[config.mk]
export PLATFORM = sky130hd
export DESIGN_NAME = shot_flash_ctrl_flat
export DESIGN_NICKNAME = d
export VERILOG_FILES = /design/src/rtl/shot_flash_ctrl_if.sv /design/src/rtl/shot_flash_ctrl.sv /design/src/flat_wrapper.sv
export SDC_FILE = /design/constraint.sdc
export NUM_CORES = 1
export LEC_CHECK = 0
export CORE_MARGIN = 2
export CORE_UTILIZATION = 45
export CTS_CLUSTER_SIZE = 30
export DETAILED_ROUTE_END_ITERATION = 7
export PLACE_DENSITY = 0.72
export SYNTH_ARGS = -nofsm -noshare
export SYNTH_HDL_FRONTEND = slang
export SYNTH_SLANG_ARGS = --single-unit
[constraint.sdc]
create_clock -name clk -period 1.7 [get_ports clk]
set_input_delay 0.17 -clock clk [delete_from_list [all_inputs] [get_ports clk]]
set_output_delay 0.17 -clock clk [all_outputs]
set_load 0.01 [all_outputs]
[src/rtl/shot_flash_ctrl_if.sv]
// Pixel-side interface of the light-gun flash controller.
// The video pipeline drives the slave inputs and takes back the colour overrides and the shot result.
interface shot_flash_ctrl_if;
    logic       vs;
    logic       display_en;
    logic       trigger;
    logic [2:0] bg_idx;
    logic       duck_on;
    logic [2:0] color_idx;
    logic       force_black;
    logic       force_white;
    logic       busy;
    logic       hit_valid;
    logic       hit;

    modport master (
        output vs,
        output display_en,
        output trigger,
        output bg_idx,
        output duck_on,
        input  color_idx,
        input  force_black,
        input  force_white,
        input  busy,
        input  hit_valid,
        input  hit
    );

    modport slave (
        input  vs,
        input  display_en,
        input  trigger,
        input  bg_idx,
        input  duck_on,
        output color_idx,
        output force_black,
        output force_white,
        output busy,
        output hit_valid,
        output hit
    );
endinterface

[src/rtl/shot_flash_ctrl.sv]
// Light-gun shot sequencer: on a trigger edge it blanks the screen, highlights live ducks
// in white for a few frames, reports hit/miss, then ignores the trigger for a cooldown period.
module shot_flash_ctrl #(
    parameter int FLASH_FRAMES    = 1,
    parameter int TARGET_FRAMES   = 1,
    parameter int COOLDOWN_FRAMES = 8
) (
    input  logic             clk,
    input  logic             rst,
    shot_flash_ctrl_if.slave bus
);

    localparam int         SYNC_STAGES = 2;
    localparam logic [3:0] FLASH_LOAD  = 4'(FLASH_FRAMES - 1);
    localparam logic [3:0] TARGET_LOAD = 4'(TARGET_FRAMES - 1);
    localparam logic [3:0] COOL_LOAD   = 4'(COOLDOWN_FRAMES - 1);

    typedef enum logic [2:0] {
        IDLE     = 3'd0,
        ARM      = 3'd1,
        BLACK    = 3'd2,
        TARGET   = 3'd3,
        COOLDOWN = 3'd4
    } state_t;

    // Trigger synchroniser chain, one flop per stage.
    genvar gi;
    generate
        for (gi = 0; gi < SYNC_STAGES; gi++) begin : g_sync
            logic stage_reg;
            if (gi == 0) begin : g_first
                always_ff @(posedge clk or posedge rst) begin
                    if (rst) stage_reg <= 1'b0;
                    else     stage_reg <= bus.trigger;
                end
            end else begin : g_next
                always_ff @(posedge clk or posedge rst) begin
                    if (rst) stage_reg <= 1'b0;
                    else     stage_reg <= g_sync[gi-1].stage_reg;
                end
            end
        end
    endgenerate

    logic trig_sync;
    assign trig_sync = g_sync[SYNC_STAGES-1].stage_reg;

    logic                   trig_prev_reg;
    logic                   trig_armed_reg;
    logic [SYNC_STAGES-1:0] settle_reg;
    logic                   vs_prev_reg;

    // The edge detector is only armed once the synchroniser has carried a real low sample,
    // so a trigger held through reset release never looks like a fresh press.
    always_ff @(posedge clk or posedge rst) begin
        if (rst) begin
            trig_prev_reg  <= 1'b0;
            trig_armed_reg <= 1'b0;
            settle_reg     <= '0;
            vs_prev_reg    <= 1'b1;
        end else begin
            trig_prev_reg <= trig_sync;
            settle_reg    <= {settle_reg[SYNC_STAGES-2:0], 1'b1};
            vs_prev_reg   <= bus.vs;
            if (settle_reg[SYNC_STAGES-1] && !trig_sync) begin
                trig_armed_reg <= 1'b1;
            end
        end
    end

    logic shot_req;
    logic frame_start;
    logic pixel_hit;

    assign shot_req    = trig_sync & ~trig_prev_reg & trig_armed_reg;
    assign frame_start = vs_prev_reg & ~bus.vs;
    assign pixel_hit   = bus.duck_on & bus.display_en;

    state_t     state_reg;
    logic [3:0] cnt_reg;
    logic       hit_latch_reg;

    logic [2:0] pix_color_next;
    logic       pix_black_next;
    logic       pix_white_next;

    // Pixel override decode from the pre-edge state; blanking always yields the plain index 1.
    always_comb begin
        pix_color_next = 3'b001;
        pix_black_next = 1'b0;
        pix_white_next = 1'b0;
        if (bus.display_en) begin
            case (state_reg)
                BLACK: begin
                    pix_black_next = 1'b1;
                end
                TARGET: begin
                    if (bus.duck_on) begin
                        pix_color_next = bus.bg_idx;
                        pix_white_next = 1'b1;
                    end else begin
                        pix_black_next = 1'b1;
                    end
                end
                default: begin
                    pix_color_next = bus.bg_idx;
                end
            endcase
        end
    end

    logic [2:0] color_idx_reg;
    logic       force_black_reg;
    logic       force_white_reg;
    logic       busy_reg;
    logic       hit_valid_reg;
    logic       hit_reg;

    always_ff @(posedge clk or posedge rst) begin
        if (rst) begin
            state_reg       <= IDLE;
            cnt_reg         <= 4'd0;
            hit_latch_reg   <= 1'b0;
            color_idx_reg   <= 3'b000;
            force_black_reg <= 1'b0;
            force_white_reg <= 1'b0;
            busy_reg        <= 1'b0;
            hit_valid_reg   <= 1'b0;
            hit_reg         <= 1'b0;
        end else begin
            color_idx_reg   <= pix_color_next;
            force_black_reg <= pix_black_next;
            force_white_reg <= pix_white_next;
            hit_valid_reg   <= 1'b0;

            case (state_reg)
                IDLE: begin
                    // A coincident frame start is ignored here: BLACK waits for the next one.
                    if (shot_req) begin
                        state_reg <= ARM;
                        busy_reg  <= 1'b1;
                    end
                end
                ARM: begin
                    if (frame_start) begin
                        state_reg <= BLACK;
                        cnt_reg   <= FLASH_LOAD;
                    end
                end
                BLACK: begin
                    if (frame_start) begin
                        if (cnt_reg == 4'd0) begin
                            state_reg     <= TARGET;
                            cnt_reg       <= TARGET_LOAD;
                            hit_latch_reg <= 1'b0;
                        end else begin
                            cnt_reg <= cnt_reg - 4'd1;
                        end
                    end
                end
                TARGET: begin
                    if (pixel_hit) begin
                        hit_latch_reg <= 1'b1;
                    end
                    if (frame_start) begin
                        if (cnt_reg == 4'd0) begin
                            state_reg     <= COOLDOWN;
                            cnt_reg       <= COOL_LOAD;
                            hit_valid_reg <= 1'b1;
                            hit_reg       <= hit_latch_reg | pixel_hit;
                        end else begin
                            cnt_reg <= cnt_reg - 4'd1;
                        end
                    end
                end
                COOLDOWN: begin
                    if (frame_start) begin
                        if (cnt_reg == 4'd0) begin
                            state_reg <= IDLE;
                            busy_reg  <= 1'b0;
                        end else begin
                            cnt_reg <= cnt_reg - 4'd1;
                        end
                    end
                end
                default: begin
                    state_reg <= IDLE;
                    cnt_reg   <= 4'd0;
                    busy_reg  <= 1'b0;
                end
            endcase
        end
    end

    assign bus.color_idx   = color_idx_reg;
    assign bus.force_black = force_black_reg;
    assign bus.force_white = force_white_reg;
    assign bus.busy        = busy_reg;
    assign bus.hit_valid   = hit_valid_reg;
    assign bus.hit         = hit_reg;

endmodule

[src/flat_wrapper.sv]
// flat-port wrapper written by rule: the top's interface ports become plain ports
module shot_flash_ctrl_flat 
#(
    parameter int FLASH_FRAMES    = 1,
    parameter int TARGET_FRAMES   = 1,
    parameter int COOLDOWN_FRAMES = 8
)
  (clk, rst, bus_vs, bus_display_en, bus_trigger, bus_bg_idx, bus_duck_on, bus_color_idx, bus_force_black, bus_force_white, bus_busy, bus_hit_valid, bus_hit);
  shot_flash_ctrl_if bus_i ();
  input  logic clk;
  input  logic rst;
  input wire logic [$bits(bus_i.vs)-1:0] bus_vs;
  input wire logic [$bits(bus_i.display_en)-1:0] bus_display_en;
  input wire logic [$bits(bus_i.trigger)-1:0] bus_trigger;
  input wire logic [$bits(bus_i.bg_idx)-1:0] bus_bg_idx;
  input wire logic [$bits(bus_i.duck_on)-1:0] bus_duck_on;
  output wire logic [$bits(bus_i.color_idx)-1:0] bus_color_idx;
  output wire logic [$bits(bus_i.force_black)-1:0] bus_force_black;
  output wire logic [$bits(bus_i.force_white)-1:0] bus_force_white;
  output wire logic [$bits(bus_i.busy)-1:0] bus_busy;
  output wire logic [$bits(bus_i.hit_valid)-1:0] bus_hit_valid;
  output wire logic [$bits(bus_i.hit)-1:0] bus_hit;
  assign bus_i.vs = bus_vs;
  assign bus_i.display_en = bus_display_en;
  assign bus_i.trigger = bus_trigger;
  assign bus_i.bg_idx = bus_bg_idx;
  assign bus_i.duck_on = bus_duck_on;
  assign bus_color_idx = bus_i.color_idx;
  assign bus_force_black = bus_i.force_black;
  assign bus_force_white = bus_i.force_white;
  assign bus_busy = bus_i.busy;
  assign bus_hit_valid = bus_i.hit_valid;
  assign bus_hit = bus_i.hit;
  shot_flash_ctrl #(.FLASH_FRAMES(FLASH_FRAMES), .TARGET_FRAMES(TARGET_FRAMES), .COOLDOWN_FRAMES(COOLDOWN_FRAMES)) u_core (.clk(clk), .rst(rst), .bus(bus_i));
endmodule
# Word-level counts from Yosys, hierarchy flattened

Cells that the tools add are included.

Memories kept: 0
Memory bits (read-only): 0
Register bits: 23
Latch bits: 0
Memory bits (writable): 0

Shift operators: 0
Add/subtract/negate cells: 1
$lt $le $gt $ge: 0
Bitwise logic cells: 9
Div/mod/pow operators: 0
Multipliers: 0
Reduce and logical (&&, ||, !) cells: 11
Muxes and demuxes: 35
Equal/unequal tests: 14

Operators by type and width:

| cell                  | number |
|---|---|
| $mux W3               | 10 |
| $mux W4               | 7 |
| $pmux W4 S5           | 1 |
| $ne A2 B1 Y1 const B  | 9 |
| $pmux W3 S5           | 1 |
| $mux W1               | 12 |
| $reduce_and A4 Y1     | 2 |
| $reduce_and A8 Y1     | 1 |
| $eq A3 B2 Y1 const B  | 2 |
| $pmux W3 S2           | 1 |
| $reduce_and A6 Y1     | 1 |
| $and A1 B1 Y1         | 4 |
| $logic_not A4 Y1      | 1 |
| $not A1 Y1            | 4 |
| $pmux W1 S2           | 2 |
| $sub A4 B1 Y4 const B | 1 |
| $eq A3 B1 Y1 const B  | 1 |
| $eq A3 B3 Y1 const B  | 1 |
| $logic_not A3 Y1      | 1 |
| $pmux W1 S3           | 1 |
| $reduce_and A3 Y1     | 1 |
| $reduce_or A3 Y1      | 1 |
| $ne A2 B2 Y1 const B  | 1 |
| $reduce_bool A2 Y1    | 1 |
| 3 further kinds       | 3 |

# Depth between registers and ports, before layout

Word-level depth: 5
Mapped depth: 7
Gate-level depth less buffers: 6

# Worst setup path after synthesis

No wires, ideal clock.

Path type: register to register
Start: register u_core.cnt_reg[0]
End: register u_core.cnt_reg[1]
Cell stages (with the launch flop): 8
Arrival time: 1.535 ns
Slack: 0.054 ns
Period minus slack after synthesis: 1.646 ns
Path buffers: 1
Cell sequence: dfrtp_1 -> inv_1 -> ha_1 -> or3b_1 -> buf_2 -> o211ai_2 -> nand3_1 -> a222oi_1

Word-level cells in the longest chain between the ends: 4
Elaborated cells on any way between the ends: 11
Those cells by class: add/sub (1); eq/ne (1); mux (7); reduce/logical (2)

Ends and longest elaborated chain:

| what                                              | line                                                                   | text |
|---|---|---|
| start, declared                                   | shot_flash_ctrl.sv:80                                                  | `logic [3:0] cnt_reg;` |
| start signal, assigned                            | shot_flash_ctrl.sv:157                                                 | `cnt_reg <= cnt_reg - 4'd1;` |
| start signal, assigned                            | shot_flash_ctrl.sv:172                                                 | `cnt_reg <= cnt_reg - 4'd1;` |
| start signal, assigned                            | shot_flash_ctrl.sv:182                                                 | `cnt_reg <= cnt_reg - 4'd1;` |
| $sub A4 B1 Y4 or $logic_not A4 Y1 (tied branches) | n/a                                                                    |  |
| $mux W4, on equally long branches                 | shot_flash_ctrl.sv:178, shot_flash_ctrl.sv:152, shot_flash_ctrl.sv:166 |  |
| $mux W4, on equally long branches                 | shot_flash_ctrl.sv:177, shot_flash_ctrl.sv:151, shot_flash_ctrl.sv:165 |  |
| $pmux W4 S5                                       | shot_flash_ctrl.sv:136                                                 | `case (state_reg)` |

Several ways; a longest one is shown, not always the timed one. The select of a mux whose other input is x is not followed.
A chain may end at the register's enable or synchronous reset.

# Final worst setup path

Start: register u_core.cnt_reg[1]
End: register u_core.cnt_reg[1]

Same word-level chain as after synthesis.

==> results.yml <==
clock_tree:
  hold_buffers: 0
  clk_pin_slew_ps: 120
  cts_buffers: 3
  clock-root-buffer: "clkbuf_4"
  ctsLongestPathBuffers: 2
  clock_sinks: 23
  clk_latency_ps: 300
  tritoncts: "yes"
  cts_htree_levels: 1
synthesis:
  synth.avg_cell_area_sq_um: 10.5
  synth.area.top_cells: "dfrtp_1, a21oi_1, dfstp_2"
  synth-edff-count: 0
  syn_inst: 101
  synth_top_cell_by_area: "dfrtp_1"
  syn_area_sq_um: 1060
  yosys.area.top_type_share: 0.521
  synthFlopType: "dfrtp_1"
  yosysUniqueCellTypes: 42
  syn-num-nets: 111
  yosys_register_bits: 23
  synth_seq_area_share: 0.546
  ys_async_sr_fraction: 1.00
  synth_warnings: 0
detailed_routing:
  drt_pass1_iterations: 4
  avgRoutedWirePerCell_um: 13.0
  ant_nets: 0
  drt_iter0_markers: 16
  viasPerCell: 5.40
  via_count: 837
  drt-total-wl_mm: 2.01
  remaining_drc_errors: 0
sta:
  fin_crit_ps: 1640
  period_share: 0.967
  final-setup-viol-count: 0
  timing.setup.tns_ps: 0
  finalWorstSetupSlack_ps: 56.5
  finalHoldViolCount: 0
  maxSlewViolCount: 0
  clock_skew_ps: 3.72
  fmax_mhz: 608
global_route:
  track_usage: 0.165
  antenna_found_initial: 0
  grt_pass1_wl_mm: 3.32
  gr-total-overflow: 0
  grt_max_degree: 24
  grt_pass1_vias: 801
hold_path:
  min_path_type: "in2async"
worst_setup_path:
  required_ps: 1900
  cp.arrival_ps: 1840
  r2r_slack_ps: 60
  r2r_end: "u_core.cnt_reg[1]"
  criticalPathCategory: "reg2reg"
  cp-end-kind: "register"
  reg2reg_depth: 6
  cp-start-kind: "register"
  rr_startpoint: "u_core.cnt_reg[1]"
  path_max_fanout: 5
final_layout:
  nFillCells: 180
  final_cells: 155
  drive_gt1_frac: 0.197
  final_nets: 138
  diodes: 0
  largest_register_ffs: 4
  syn_to_final_growth_pct: 28.6
placed_design:
  gp_congestion: 0.871
  dp_slack_ps: -27.5
  hpwl_mm: 1.46
  placement.io_buffers: 16
  place_inst: 150
power:
  power_per_cell_area_nw_per_um2: 1210
  p_total_mw: 1.64
  vdd_drop_max_mv: 0.610
  leakage_nw: 0.552
run_status:
  status: "finished clean"
run:
  cap_viol_max_count: 0
die:
  die_w_um: 52.4
  ioPinCount: 17
  die_y_um: 52.4
  start_util: 0.477
  rows: 17
  die-area_sq_um: 2750
  coreArea_sq_um: 2210
## synthesized netlist by cell type, types with 2 or more instances
library cell and count:
o21ai_0 3, nand2b_1 2, a211oi_1 3, a21oi_1 6
o21ai_1 3, nor3_1 2, dfrtp_1 22, and2_1 2
nor2_1 6, nor2_2 2, inv_1 6, nand3_1 3
nand2_1 6, buf_2 4, nor2b_1 3, nor4b_1 2
## worst max-delay path, cell delays in order, from the launching register on
cell and delay, ps:
dfrtp_1 420, inv_2 80, ha_4 130, or3b_4 420, o211ai_2 80, nand3_1 80, a222oi_1 320
## cell usage in the layout, fill, tap and decap left out, types with 2 or more instances in the layout
cell type and count:
nor4b_1 2, inv_2 2, inv_1 4, nand2b_1 2, dfrtp_1 22, buf_4 11, nand3_1 3, nand2_1 6
clkdlybuf4s50_1 16, a211oi_1 3, clkbuf_4 3, nor2b_1 3, o21ai_1 4, a21oi_1 6, o21ai_0 2, nor2_1 6
and2_1 2, nor3_1 2
## through the flow
step / area [sq um] / utilization / hold WS, ps
after detailed placement: 1300 / 0.589 / 341
after global placement: 1300 / 0.589 / 332
after floorplan: 1060 / - / 171
after global routing: 1360 / 0.614 / 223
final: 1360 / 0.614 / 185
after CTS: 1330 / 0.602 / 189
## kinds of logic after synthesis
kind of cell,after synthesis,share of synthesized area
AND/OR/NAND/NOR,35,0.194
other,1,0.00355
multiplexers,1,0.00948
adder cells (fa/ha/maj),1,0.0118
AO/OA/AOI/OAI,29,0.191
flip-flops,23,0.546
buffers and inverters,11,0.0438
## metal layers
| layer | vias to the layer above | wire length, um | GRT usage |
|---|---|---|---|
| li1 | 414 | - | - |
| met1 | 392 | 839 | 0.185 |
| met2 | 24 | 1010 | 0.296 |
| met3 | 7 | 113 | 0.0429 |
| met4 | 0 | 48 | 0.0641 |
| met5 | - | 0 | 0 |
## area by class of cell
class	count	area, sq um	share of cell area
flip-flops and latches	23	577	0.425
multi-input cells	67	453	0.334
repair buffers	27	243	0.179
well taps	28	35.0	0.0258
clock buffers	3	22.5	0.0166
inverters	6	22.5	0.0166
clock inverters	1	5.00	0.00369
## timing repair
item                                    CTS  global route
endpoints found under the setup margin    2             4
cloned                                    0             0
pin swaps                                 0             1
buffers inserted                          0             1
gates resized for setup                   1             6
## worst max-delay path by stage
stage	startpoint	to	slack, ps	cells after the start
after detailed placement	u_core.cnt_reg[1]	u_core.cnt_reg[1]	-30	6
after global placement	bus_vs	u_core.cnt_reg[0]	40	5
after CTS	u_core.cnt_reg[1]	u_core.cnt_reg[1]	1	6
after floorplan	u_core.cnt_reg[0]	u_core.cnt_reg[1]	50	7
final	u_core.cnt_reg[1]	u_core.cnt_reg[1]	60	6
after global routing	u_core.cnt_reg[1]	u_core.cnt_reg[1]	-20	6
## where the power goes
group	leakage (nW)	internal, mW	switching (mW)
Clock	0.0177	0.0878	0.155
Sequential	0.263	0.663	0.0885
Combinational	0.271	0.348	0.302
(Power assumes the default switching activity.)
